## config.mk

```make
export PLATFORM = sky130hd
export DESIGN_NAME = pipelined_cla_adder
export DESIGN_NICKNAME = d
export VERILOG_FILES = /design/src/rtl/cla_adder_pkg.sv /design/src/rtl/cla_adder_segment.sv /design/src/rtl/pipelined_cla_adder.sv
export SDC_FILE = /design/constraint.sdc
export NUM_CORES = 1
export LEC_CHECK = 0
export ABC_AREA = 1
export BUFFER_PORTS_ARGS = -buffer_cell sky130_fd_sc_hd__buf_4
export CAP_MARGIN = 15
export CORE_MARGIN = 5
export CORE_UTILIZATION = 35
export CTS_CLUSTER_DIAMETER = 40
export DETAILED_ROUTE_END_ITERATION = 12
export PLACE_DENSITY_LB_ADDON = 0.05
export SETUP_SLACK_MARGIN = 0.1
export SLEW_MARGIN = 20
export SYNTH_ARGS = -nofsm -noshare
export SYNTH_HDL_FRONTEND = slang
export SYNTH_HIERARCHICAL = 1
export SYNTH_SLANG_ARGS = --single-unit
```

## constraint.sdc

```tcl
create_clock -name i_clk -period 2.15 [get_ports i_clk]
set_input_delay 0 -clock i_clk [delete_from_list [all_inputs] [get_ports i_clk]]
set_output_delay 0 -clock i_clk [all_outputs]
set_load 0.005 [all_outputs]
```

## src/rtl/cla_adder_pkg.sv

```systemverilog
// Shared types and sizing helpers for the pipelined carry-lookahead adder.
package cla_adder_pkg;

  localparam int MAX_W = 64;

  // One pipeline stage: control bits plus the full-width data carried forward.
  typedef struct packed {
    logic             valid;
    logic             carry;
    logic             cmsb;
    logic [MAX_W-1:0] res;
    logic [MAX_W-1:0] a;
    logic [MAX_W-1:0] b;
  } stage_rec_t;

  function automatic int seg_width(input int width, input int stages);
    return (width + stages - 1) / stages;
  endfunction

  function automatic int num_groups(input int seg, input int group);
    return (seg + group - 1) / group;
  endfunction

endpackage

```

## src/rtl/cla_adder_segment.sv

```systemverilog
// Combinational W-bit adder: full lookahead inside each GROUP, group carries ripple.
module cla_segment
  import cla_adder_pkg::*;
#(
  parameter int W     = 4,
  parameter int GROUP = 4
) (
  input  logic [W-1:0] a_i,
  input  logic [W-1:0] b_i,
  input  logic         cin_i,
  output logic [W-1:0] sum_o,
  output logic         cout_o,
  output logic         cmsb_o
);

  localparam int NG = num_groups(W, GROUP);

  logic [W-1:0] g;
  logic [W-1:0] p;
  logic [W:0]   c;

  assign g = a_i & b_i;
  assign p = a_i ^ b_i;

  // Each carry inside a group is the expanded sum-of-products from the group carry-in.
  always_comb begin
    logic gacc;
    logic pacc;
    gacc = 1'b0;
    pacc = 1'b0;
    c    = '0;
    c[0] = cin_i;
    for (int gi = 0; gi < NG; gi++) begin
      for (int j = gi * GROUP; j < (gi + 1) * GROUP; j++) begin
        if (j < W) begin
          gacc = g[j];
          pacc = p[j];
          for (int m = j - 1; m >= gi * GROUP; m--) begin
            gacc = gacc | (pacc & g[m]);
            pacc = pacc & p[m];
          end
          c[j+1] = gacc | (pacc & c[gi*GROUP]);
        end
      end
    end
  end

  assign sum_o  = p ^ c[W-1:0];
  assign cout_o = c[W];
  assign cmsb_o = c[W-1];

endmodule

```

## src/rtl/pipelined_cla_adder.sv

```systemverilog
// Pipelined CLA adder/subtractor with valid/ready flow control and overflow flag.
// Optional carry-in port enabled by defining CLA_ADDER_CIN_EN.
module pipelined_cla_adder
  import cla_adder_pkg::*;
#(
  parameter int WIDTH  = 16,
  parameter int STAGES = 2,
  parameter int GROUP  = 4
) (
  input  logic             i_clk,
  input  logic             i_rst,
  input  logic             i_valid,
  output logic             o_ready,
  input  logic [WIDTH-1:0] i_add1,
  input  logic [WIDTH-1:0] i_add2,
  input  logic             i_sub,
`ifdef CLA_ADDER_CIN_EN
  input  logic             i_cin,
`endif
  output logic             o_valid,
  input  logic             i_ready,
  output logic [WIDTH-1:0] o_result,
  output logic             o_cout,
  output logic             o_ovf
);

  localparam int SEG = seg_width(WIDTH, STAGES);

  stage_rec_t        stage_q [STAGES];
  stage_rec_t        stage_d [STAGES];
  stage_rec_t        src0;
  logic              c0;
  logic              en;
  logic [STAGES-1:0] unused_par;

  assign en      = !stage_q[STAGES-1].valid | i_ready;
  assign o_ready = en;

`ifdef CLA_ADDER_CIN_EN
  assign c0 = i_sub | i_cin;
`else
  assign c0 = i_sub;
`endif

  always_comb begin
    src0              = '0;
    src0.valid        = i_valid;
    src0.carry        = c0;
    src0.a[WIDTH-1:0] = i_add1;
    src0.b[WIDTH-1:0] = i_add2 ^ {WIDTH{i_sub}};
  end

  // Stage k adds bits [HI-1:LO]; trailing stages with no bits just pass through.
  for (genvar k = 0; k < STAGES; k++) begin : g_stage
    localparam int LO = (k * SEG < WIDTH) ? k * SEG : WIDTH;
    localparam int HI = ((k + 1) * SEG < WIDTH) ? (k + 1) * SEG : WIDTH;
    localparam int SW = HI - LO;

    stage_rec_t src;
    stage_rec_t nxt;

    if (k == 0) begin : g_first
      assign src = src0;
    end else begin : g_next
      assign src = stage_q[k-1];
    end

    if (SW > 0) begin : g_seg
      logic [SW-1:0] sum;
      logic          cout;
      logic          cmsb;

      cla_segment #(
        .W     (SW),
        .GROUP (GROUP)
      ) u_seg (
        .a_i    (src.a[HI-1:LO]),
        .b_i    (src.b[HI-1:LO]),
        .cin_i  (src.carry),
        .sum_o  (sum),
        .cout_o (cout),
        .cmsb_o (cmsb)
      );

      always_comb begin
        nxt             = src;
        nxt.res[HI-1:LO] = sum;
        nxt.carry       = cout;
        nxt.cmsb        = (HI == WIDTH) ? cmsb : src.cmsb;
      end
    end else begin : g_pass
      assign nxt = src;
    end

    assign stage_d[k]    = nxt;
    assign unused_par[k] = ^stage_q[k];
  end

  // Single global advance: all stages move together or all hold.
  always_ff @(posedge i_clk) begin
    if (i_rst) begin
      for (int k = 0; k < STAGES; k++) begin
        stage_q[k].valid <= 1'b0;
      end
      stage_q[STAGES-1].res   <= '0;
      stage_q[STAGES-1].carry <= 1'b0;
      stage_q[STAGES-1].cmsb  <= 1'b0;
    end else if (en) begin
      for (int k = 0; k < STAGES; k++) begin
        stage_q[k] <= stage_d[k];
      end
    end
  end

  assign o_valid  = stage_q[STAGES-1].valid;
  assign o_result = stage_q[STAGES-1].res[WIDTH-1:0];
  assign o_cout   = stage_q[STAGES-1].carry;
  assign o_ovf    = stage_q[STAGES-1].carry ^ stage_q[STAGES-1].cmsb;

endmodule

```

; Word-level counts from Yosys, hierarchy flattened
; Memory sizes are Yosys's and may differ from the RTL's.
; Cells that the tools add are included.
[word_totals]
reg_bits = 0
mem_bits_rw = 390
out_inout_bits = 20
wordCells = 124
in_bits = 37
n_memories = 1
[classes]
mux = 7
n_reduce_logical = 1
bitwise = 115
[memory_table]
columns = memory, depth, width, read_ports, rd_ports_with_merged_regs, wr, line
row1 = stage_q, 2, 195, 2, 0, 2, pipelined_cla_adder.sv:29  ; stage_rec_t stage_q [STAGES];
[ops]
columns = operator, n
row1 = 67-bit 2-to-1 mux, 1
row2 = 1-bit AND, 64
row3 = 1-bit bitwise OR, 43
row4 = 8-bit XOR, 4
row5 = 8-bit AND, 2
row6 = 16-bit XOR, 1
row7 = 1-bit 2-to-1 mux, 6
row8 = 1-bit zero test, 1
row9 = 1-bit XOR, 1

; Depth between registers and ports, before layout
; Gate-level depths: netlist (run 1).
; An unclocked memory read counts as a cell.
[logic_depth]
ltp_word = 11
depth_mapped = 12
ltp_nobuf = 11

; Hierarchy
; Netlist (run 1), hierarchy kept.
[by_module_without_submodules]
columns = module, instances, cells_each, seq_area_each_um2, area_each_um2
row1 = pipelined_cla_adder, 1, 128, 1351.3, 1853.0
row2 = cla_segment at g_stage[0].g_seg.u_seg, 1, 53, 0.0, 370.4
row3 = cla_segment at g_stage[1].g_seg.u_seg, 1, 47, 0.0, 362.8

; Least setup slack after synthesis (run 1)
; No wires, ideal clock.
[synth_timing]
path_kind = reg2reg
startpoint = memory stage_q[0][72] (netlist bit)
endpoint = memory stage_q[1][141] (netlist bit) (data pin)
stages_incl_launch_ff = 10
path_buffers = 0
t_required_ns = 1.899
setup_time_ns = 0.251
period_less_slack_ns = 1.868
setup_slack_ns = 0.282
arrival_time_ns = 1.618
cell_sequence = edfxtp_1 -> ha_1 -> nand3_1 -> nand3_2 -> nand2_2 -> nand2_4 -> fa_1 -> xor2_1 -> inv_1 -> nor2_1
[synth_lines]
columns = element, line
row1 = "start, declared", pipelined_cla_adder.sv:29

==> results.yml, run 1 <==
worst_setup_path:
  crit_path_end_kind: "register"
  slowest_delay_ns: 0.38
  crit_path_start_kind: "register"
  cp.required_ns: 2.20
  critPathSlowestCell: "fa_1"
  cp.depth: 7
  critical_path.cell_chain: "ha_1 > a21oi_1 > nand2_4 > fa_1 > xor2_1 > inv_1 > nor2_1"
  path_delay_family: "adder cells"
  rr_startpoint: "stage_q[0][75]$_DFFE_PP_"
  crit_start: "stage_q[0][75]$_DFFE_PP_"
  critical_path_peak_fanout: 3
  crit_buf_inv: 1
  path_class: "reg -> reg"
  r2r_cells: 7
  crit_arrival_ns: 1.97
  r2r_setup_slack_ns: 0.23
global_route:
  grt.overflow.total: 0
  track_usage_pct: 9.259
  grt_pass1_vias: 1378
  grt_first_pass_wirelength_mm: 6.430
  grt_start_max_net_pins: 26
  grt_antenna_before_repair: 0
logic_synthesis:
  synth_top_cell_area_share_pct: 52.25
  netlist_top_cells_area: "edfxtp_1, xor2_1, ha_1, inv_1, buf_4"
  yosys.area.top_type: "edfxtp_1"
  synth_fp_nets: 285
  seq_area_frac_synth_pct: 52.25
  syn_avg_cell_area_um2: 11.34
  yosysWarnings: 6
  ys_types: 24
  ys_seq_elements: 45
  synth_area_um2: 2586
  synthCells: 228
timing:
  fin_crit_ns: 1.918
  worst_pin_slew_ns: 0.3125
  fin_setup_tns_ns: 0
  max_freq_mhz: 521.4
  final-setup-viol-count: 0
  slew_headroom_pct: 79.17
  setup_ws_ns: 0.2320
  fin_skew_ns: 0.006114
  rsz0062_at_grt: "false"
  finalMaxSlewViolations: 0
  period_share_pct: 89.21
  hold_viol_final: 0
clock_tree:
  root_buffer: "clkbuf_8"
  tritoncts: "yes"
  cts_max_path_buffers: 2
  clkSlewWorstSetupHoldPaths_ns: 0.08
  h-tree-depth: 2
  clock-sinks: 45
  cts_buffers: 5
  clk_latency_ns: 0.29
hold_path:
  holdCritStartpoint: "i_add2[10]"
  holdPathStages: 2
  hold_class: "in -> reg"
placement:
  gp_congestion: 0.7557
  dp_cells: 366
  numPortBuffers: 56
  dpl.hpwl_mm: 3.123
  postPlaceCellArea_um2: 2979
  dp_slack_ns: 0.2047
route:
  wl_mm: 3.947
  wl_per_cell_um: 10.20
  met2_length_mm: 1.546
  drt_pass1_iterations: 6
  via_per_inst: 3.855
  ant_nets: 0
  m1WireLength_mm: 2.013
  drc: 0
  drt_iter0_drc: 39
  met3_length_um: 304
  dr_total_vias: 1492
  dr.max_layer_used: "met4"
pwr:
  leakage_uw: 0.001539
  irDropWorstVdd_v: 0.0002266
  powerDensity_nw_per_um2: 679.4
  switching_power_uw: 572.4
  p_sw_share_pct: 26.32
  internal_power_uw: 1603
  pwr-share-comb_pct: 25.4
  clockPowerShare_pct: 22.4
  p_seq_share_pct: 52.2
die:
  die_h_um: 95.96
  start_util_pct: 35.85
  fp.dieW_um: 95.96
  rows: 31
  core_area_um2: 7214
  pin_count: 57
  die_area_um2: 9208
final_layout:
  regMostFlops: "stage_q"
  antenna-diode-count: 0
  final_common_cell: "buf_4"
  top_regs: "stage_q (45)"
  area_growth_syn_to_layout_pct: 23.80
  stdcell_area_um2: 3202
  fillerInstances: 720
  mostFrequentLayoutCells: "buf_4, edfxtp_1, inv_1"
  drive_gt1_share_pct: 31.25
  largest_register_ffs: 45
  fin_nets: 344
  layoutNonFillerInstCount: 387
status:
  status: "complete, no violations"
flow_run:
  maxCapViolCount: 0
## cells in the mapped netlist
cell,instances
buf_4,16
a21oi_2,1
nand3_1,6
fa_1,4
xnor2_1,1
nand3_2,1
buf_6,3
clkinv_1,1
a21o_2,1
inv_2,1
a21oi_4,1
edfxtp_1,45
nand2_4,4
nand2_1,22
inv_1,36
buf_12,1
and2_1,1
xor2_1,23
nand2_2,12
a21o_1,1
nor2_1,24
nand3_4,1
a21oi_1,6
ha_1,16
## layer usage
layer / vias to the layer above / global-route usage (%)
li1: 825 / -
met1: 615 / 13.69
met2: 47 / 12.04
met3: 5 / 2.737
met4: 0 / 4.621
met5: - / 0
## power by group through the flow
stage               sequential (uW)  combinational, uW  clock (uW)
finish                         1140                552         487
floorplan                      1150                408           0
detailed placement             1160                541           0
CTS                            1140                561         518
global route                   1150                637         544
global placement               1160                537           0
## what timing repair did
action,in CTS,in global routing
gates resized for setup,0,1
hold buffers,12,0
endpoints found under the setup margin,0,1
setup buffers,0,1
hold endpoints to repair,12,0
## cell families after synthesis
| logic type | Yosys count | share of synthesized area, % |
|---|---|---|
| adders and majority gates | 20 | 10.84 |
| xor gates and xnor gates | 24 | 8.128 |
| buffers and inverters | 58 | 12.24 |
| DFF | 45 | 52.25 |
| and+or+nand+nor | 71 | 13.79 |
| AOI/OAI and AO/OA | 10 | 2.758 |
## stage by stage
step | util, % | power, uW | hold WS, ns
after floorplan | - | 1555 | 0.09887
after global placement | 41.29 | 1696 | 0.1780
after detailed placement | 41.29 | 1698 | 0.1793
after CTS | 44.10 | 2216 | 0.0004548
after global routing | 44.38 | 2329 | 0.007417
final | 44.38 | 2175 | 0.01138
## area by class of cell
type                    instances  area, um2  share of cell area (%)
clock inverters                 2      10.01                  0.3126
clock buffers                   6      72.57                   2.267
repair buffers                 72      570.5                   17.82
flip-flops and latches         45       1351                   42.20
well taps                      99      123.9                   3.869
inverters                      38      142.6                   4.455
multi-input cells             125      930.9                   29.07
## worst paths after layout
check                             endpoint
min reg2reg  stage_q[1][135]$_SDFFCE_PN0P_
min               stage_q[0][10]$_DFFE_PP_
max reg2reg  stage_q[1][141]$_SDFFCE_PN0P_
max          stage_q[1][141]$_SDFFCE_PN0P_
Power figures use the tool's default switching activity.
==> run 2, diff against run 1 <==
--- a/config.mk
+++ b/config.mk
@@ -5,7 +5,6 @@
 export SDC_FILE = /design/constraint.sdc
 export NUM_CORES = 1
 export LEC_CHECK = 0
-export ABC_AREA = 1
 export BUFFER_PORTS_ARGS = -buffer_cell sky130_fd_sc_hd__buf_4
 export CAP_MARGIN = 15
 export CORE_MARGIN = 5
==> run 2 against run 1 <==
Net effect:
- the run now ends with setup timing left
- worst hold slack worse by 0.0028 ns
- area after synthesis decreased by 3.7%
- final area is 1.3% lower
- synthesized cell count is 23% lower
- core utilization up 1.6 points
- die area shrank 3.3%
- cell count shrank 13%
- critical path type unchanged
==> results.yml, run 2 <==
route:
  dr.max_layer_used: "met4"
  wl_per_cell_um: 12.86
  ant_nets: 0
  drt_iter0_drc: 40
  drt_pass1_iterations: 4
  met3_length_um: 304
  drc: 0
  dr_total_vias: 1493
  via_per_inst: 4.443
  m1WireLength_mm: 2.045
  wl_mm: 4.320
  met2_length_mm: 1.910
final_layout:
  fillerInstances: 633
  top_regs: "stage_q (45)"
  stdcell_area_um2: 3159
  area_growth_syn_to_layout_pct: 26.82
  final_common_cell: "buf_4"
  regMostFlops: "stage_q"
  layoutNonFillerInstCount: 336
  antenna-diode-count: 0
  mostFrequentLayoutCells: "buf_4, edfxtp_1, xor2_1"
  fin_nets: 296
  drive_gt1_share_pct: 36.25
  largest_register_ffs: 45
logic_synthesis:
  syn_avg_cell_area_um2: 14.15
  synthTopCellsByCount: "edfxtp_1, xor2_1, nor3b_1, buf_4, ha_1"
  synth_async_sr_flop_share_pct: 0
  post_synth_fa_ha_maj_area_fraction_pct: 11.25
  synth_fp_nets: 233
  synth_area_um2: 2491
  synth_top_cell_area_share_pct: 54.24
  synth_xor_area_share_pct: 9.493
  synth_edf_count: 45
  ys_seq_elements: 45
  ys.flop_type: "edfxtp_1"
  synthCells: 176
  seq_area_frac_synth_pct: 54.24
  synth_compound_area_share_pct: 7.132
  synth.most_common_cell: "edfxtp_1"
  yosys.area.top_type: "edfxtp_1"
  synth-simple-area-share_pct: 9.895
  netlist_top_cells_area: "edfxtp_1, xor2_1, ha_1, nor3b_1, buf_4"
  synth_mux_area_share_pct: 0
  yosysWarnings: 6
  synth_top_family_by_area: "adder cells"
  ys_types: 32
worst_setup_path:
  cp.required_ns: 2.19
  critPathSlowestCell: "edfxtp_1"
  path_class: "reg -> reg"
  r2r_cells: 7
  crit_arrival_ns: 2.19
  critical_path_peak_fanout: 4
  cp.depth: 7
  slowest_delay_ns: 0.40
  path_delay_family: "adder cells"
  critical_path.cell_chain: "ha_1 > a21oi_2 > nor2b_2 > a311o_1 > fa_2 > xor2_1 > nor3b_1"
  crit_buf_inv: 0
  crit_path_start_kind: "register"
  crit_path_end_kind: "register"
hold_path:
  holdPathStages: 2
  hold_class: "in -> reg"
timing:
  setup_ws_ns: -0.003507
  fin_setup_tns_ns: -0.003507
  rsz0062_at_grt: "true"
  fin_crit_ns: 2.154
  slew_headroom_pct: 77.22
  fin_skew_ns: 0.003852
  max_freq_mhz: 464.4
  hold_viol_final: 0
  period_share_pct: 100.2
  finalMaxSlewViolations: 0
  final-setup-viol-count: 1
  hold-worst-slack_ns: 0.008535
  worst_pin_slew_ns: 0.3417
clock_tree:
  h-tree-depth: 2
  root_buffer: "clkbuf_8"
  clkSlewWorstSetupHoldPaths_ns: 0.08
  cts_buffers: 5
  cts_setup_buffers: 0
  cts_max_path_buffers: 2
  tritoncts: "yes"
  clock-sinks: 45
  clk_latency_ns: 0.29
global_route:
  grt_start_max_net_pins: 26
  grt_first_pass_wirelength_mm: 6.941
  track_usage_pct: 10.05
  grt_pass1_vias: 1503
  grt_antenna_before_repair: 0
  grt.overflow.total: 0
placement:
  dp_cells: 317
  postPlaceCellArea_um2: 2945
  dpl.hpwl_mm: 3.346
  gp_congestion: 0.7650
  numPortBuffers: 56
  dp_slack_ns: -0.02944
flow_run:
  maxCapViolCount: 0
die:
  fp.dieW_um: 94.37
  core_area_um2: 6869
  start_util_pct: 36.27
  rows: 30
  die_h_um: 94.37
  pin_count: 57
  die_area_um2: 8905
status:
  violations: "setup timing"
  status: "finished with violations"
pwr:
  irDropWorstVdd_v: 0.0003448
  powerDensity_nw_per_um2: 691.5
  leakage_uw: 0.001307
run 2: cell types whose count changed after synthesis, sizes merged, moves of 3 or more:
cell	change
inv	-34
nand2	-38
nand3	-6
nor2	-19
nor2b	+5
nor3b	+20
xnor2	+3
run 2: path summary, 6_finish.rpt:
kind,from,endpoint,slack (ns)
min,i_add2[15],stage_q[0][15]$_DFFE_PP_,0.009
max,stage_q[0][72]$_DFFE_PP_,stage_q[1][141]$_SDFFCE_PN0P_,-0.004
min reg2reg,stage_q[0][130]$_DFFE_PP_,stage_q[1][130]$_SDFFCE_PN0P_,0.58
max reg2reg,stage_q[0][72]$_DFFE_PP_,stage_q[1][141]$_SDFFCE_PN0P_,-0.004
run 2: cell type report:
cell class / count / area, um2 / area share [%]
clock inverters: 2 / 10.01 / 0.3168
repair buffers: 78 / 613.1 / 19.41
well taps: 96 / 120.1 / 3.802
clock buffers: 6 / 72.57 / 2.297
flip-flops and latches: 45 / 1351 / 42.77
multi-input cells: 105 / 977.2 / 30.93
inverters: 4 / 15.01 / 0.4752
run 2: what timing repair did:
| item | in CTS | in global routing |
|---|---|---|
| hold buffers | 10 | 1 |
| setup endpoints to repair | 5 | 6 |
| pin swaps | 0 | 3 |
| gates resized for setup | 5 | 0 |
| endpoints found under the hold margin | 10 | 1 |
run 2: worst reg2reg max path, stage by stage (launching register included):
cell      delay (ns)
edfxtp_1        0.40
ha_1            0.32
a21oi_2         0.15
nor2b_2         0.06
a311o_1         0.34
fa_2            0.36
xor2_1          0.14
nor3b_1         0.13
run 2: metrics by stage:
| stage | total power [uW] | utilization, % |
|---|---|---|
| 2_1_floorplan | 1526 | - |
| 3_3_place_gp | 1677 | 42.88 |
| 3_5_place_dp | 1699 | 42.88 |
| 4_1_cts | 2216 | 45.85 |
| 5_1_grt | 2307 | 45.99 |
| 6_report | 2185 | 45.99 |
run 2: kinds of logic after synthesis:
logic type | Yosys count
adders and majority gates | 20
and+or+nand+nor | 36
buffers and inverters | 26
xor gates and xnor gates | 27
AOI/OAI and AO/OA | 22
DFF | 45
run 2: layer usage:
metal	vias up	GRT usage, %
met5	-	0
met4	0	3.249
met3	6	3.506
met2	45	15.31
met1	686	13.41
li1	756	-
run 2: power breakdown:
group / total, uW / leakage [uW] / switching (uW) / internal (uW)
logic: 555 / 0.000788 / 242 / 313
registers: 1140 / 0.000474 / 36.4 / 1110
clock network: 488 / 0.0000450 / 263 / 225
total: 2180 / 0.00131 / 541 / 1640
==> run 3, diff against run 2 <==
==> constraint.sdc (replaced) <==
create_clock -name i_clk -period 2.15 [get_ports i_clk]
set_input_delay 0.43 -clock i_clk [delete_from_list [all_inputs] [get_ports i_clk]]
set_output_delay 0.43 -clock i_clk [all_outputs]
set_load 0.005 [all_outputs]
==> run 3 against run 2 <==
Net effect:
- the flow still finishes with violations (setup timing)
- cell count is 0.60% higher
- final area grew 1.6%
- power up 7.3%
- combinational power rose by 6.7%
- non-clock buffer count up 2
- die area is the same
- fmax down 3.1%
- register-to-register slack got worse by 0.07 ns
- first-iteration DRC count down 5.0%
- routed wire length up 6.7%
- highest routed layer unchanged
==> results.yml, run 3 (synthesized netlist as in run 2, its figures left out) <==
status:
  status: "finished with violations"
  violations: "setup timing"
worst_setup_path:
  crit_buf_inv: 0
  crit_path_start_kind: "register"
  critical_path.cell_chain: "ha_1 > a21oi_2 > nor2b_2 > a311o_1 > fa_2 > xor2_1 > nor3b_2"
  rr_startpoint: "stage_q[0][8]$_DFFE_PP_"
  r2r_cells: 7
  r2r_setup_slack_ns: -0.07
  path_delay_family: "adder cells"
  slowest_delay_ns: 0.40
  path_class: "reg -> reg"
  crit_path_end_kind: "register"
  r2r_end: "stage_q[1][141]$_SDFFCE_PN0P_"
  crit_start: "stage_q[0][8]$_DFFE_PP_"
  critical_path_peak_fanout: 4
  critPathSlowestCell: "edfxtp_1"
  cp.required_ns: 2.19
  crit_arrival_ns: 2.26
placement:
  numPortBuffers: 56
  dp_cells: 325
  gp_congestion: 0.7720
  dp_slack_ns: -0.3246
  dpl.hpwl_mm: 3.536
clock_tree:
  clk_latency_ns: 0.29
  root_buffer: "clkbuf_8"
  h-tree-depth: 2
  tritoncts: "yes"
  cts_buffers: 5
  clock-sinks: 45
  hold_buffers: 0
  clkSlewWorstSetupHoldPaths_ns: 0.08
  cts_max_path_buffers: 2
hold_path:
  hold_class: "in -> reg"
  whs_endpoint: "stage_q[0][77]$_DFFE_PP_"
  holdPathStages: 1
  holdCritStartpoint: "i_add1[13]"
timing:
  final-setup-viol-count: 2
  max_freq_mhz: 450.1
  period_share_pct: 103.3
  hold_viol_final: 0
  finalMaxSlewViolations: 0
  fin_setup_tns_ns: -0.07292
  rsz0062_at_grt: "true"
  setup_ws_ns: -0.07171
  fin_crit_ns: 2.222
  fin_skew_ns: 0.008132
  worst_pin_slew_ns: 0.7075
  slew_headroom_pct: 52.72
  hold-worst-slack_ns: 0.3143
final_layout:
  area_growth_syn_to_layout_pct: 28.83
  mostFrequentLayoutCells: "buf_4, edfxtp_1, xor2_1"
  largest_register_ffs: 45
  top_regs: "stage_q (45)"
  drive_gt1_share_pct: 42.56
  final_common_cell: "buf_4"
  layoutNonFillerInstCount: 338
  fin_nets: 298
  final_util_pct: 46.72
  fillerInstances: 625
  regMostFlops: "stage_q"
  antenna-diode-count: 0
pwr:
  leakage_uw: 0.001344
  switching_power_uw: 555.3
  internal_power_uw: 1789
  pwr-share-comb_pct: 25.3
  p_seq_share_pct: 48.7
  p_sw_share_pct: 23.69
  clockPowerShare_pct: 26.0
  powerDensity_nw_per_um2: 730.5
  irDropWorstVdd_v: 0.0002472
route:
  via_per_inst: 4.503
  dr_total_vias: 1522
  wl_mm: 4.609
  drt_pass1_iterations: 4
  wl_per_cell_um: 13.64
  ant_nets: 0
  drc: 0
  drt_iter0_drc: 38
die:
  start_util_pct: 36.27
  pin_count: 57
  die_area_um2: 8905
  rows: 30
  fp.dieW_um: 94.37
  core_area_um2: 6869
  die_h_um: 94.37
flow_run:
  maxCapViolCount: 0
global_route:
  grt_antenna_before_repair: 0
  grt_pass1_vias: 1573
  track_usage_pct: 10.37
  grt.overflow.total: 0
  grt_first_pass_wirelength_mm: 7.196
  grt_start_max_net_pins: 26
==> run 3: cell count changes in the layout (fill, tap and decap cells not counted), sizes merged <==
cell / delta
dlygate4sd3: -11
buf: +13
clkinv: -1
bufinv: +1
==> run 3: repair_timing <==
item                                    4_1_cts  5_1_grt
pin swaps                                     7        7
gates resized for setup                       6        4
endpoints found under the setup margin       10        9
buffers inserted                              5        0
cloned                                        0        0
==> run 3: per-stage QoR <==
| step | cell area, um2 | total power (uW) |
|---|---|---|
| detailed placement | 3023 | 1727 |
| CTS | 3191 | 2358 |
| global placement | 3018 | 1703 |
| floorplan | 2527 | 1530 |
| finish | 3209 | 2344 |
| global route | 3209 | 2466 |
==> run 3: routing by layer <==
metal  GRT usage (%)  up-vias  routed length [um]
met2           16.02       45                2084
met1           13.49      711                2111
li1                -      759                   -
met3           3.028        7                 323
met5               0        -                   0
met4           4.573        0                  90
==> run 3: worst max path at each step <==
stage / to / slack [ns] / depth (start not counted)
after floorplan: stage_q[0][133]$_DFFE_PP_ / -0.23 / 8
after global placement: stage_q[0][133]$_DFFE_PP_ / -0.25 / 8
after detailed placement: stage_q[0][133]$_DFFE_PP_ / -0.32 / 8
after CTS: stage_q[1][141]$_SDFFCE_PN0P_ / -0.02 / 7
after global routing: stage_q[1][141]$_SDFFCE_PN0P_ / -0.13 / 7
final: stage_q[1][141]$_SDFFCE_PN0P_ / -0.07 / 7
==> run 3: power groups by stage <==
stage	clock network, uW	logic (uW)	registers, uW
after floorplan	0	379	1150
after global placement	0	542	1160
after detailed placement	0	562	1160
after CTS	623	589	1150
after global routing	661	651	1150
final	610	592	1140
==> run 3: layout make-up <==
class | count | area, um2 | share of cell area [%]
well taps | 96 | 120.1 | 3.743
clock buffers | 6 | 72.57 | 2.261
repair buffers | 80 | 616.8 | 19.22
flip-flops and latches | 45 | 1351 | 42.11
clock inverters | 2 | 33.78 | 1.053
inverters | 4 | 15.01 | 0.4678
multi-input cells | 105 | 999.7 | 31.15
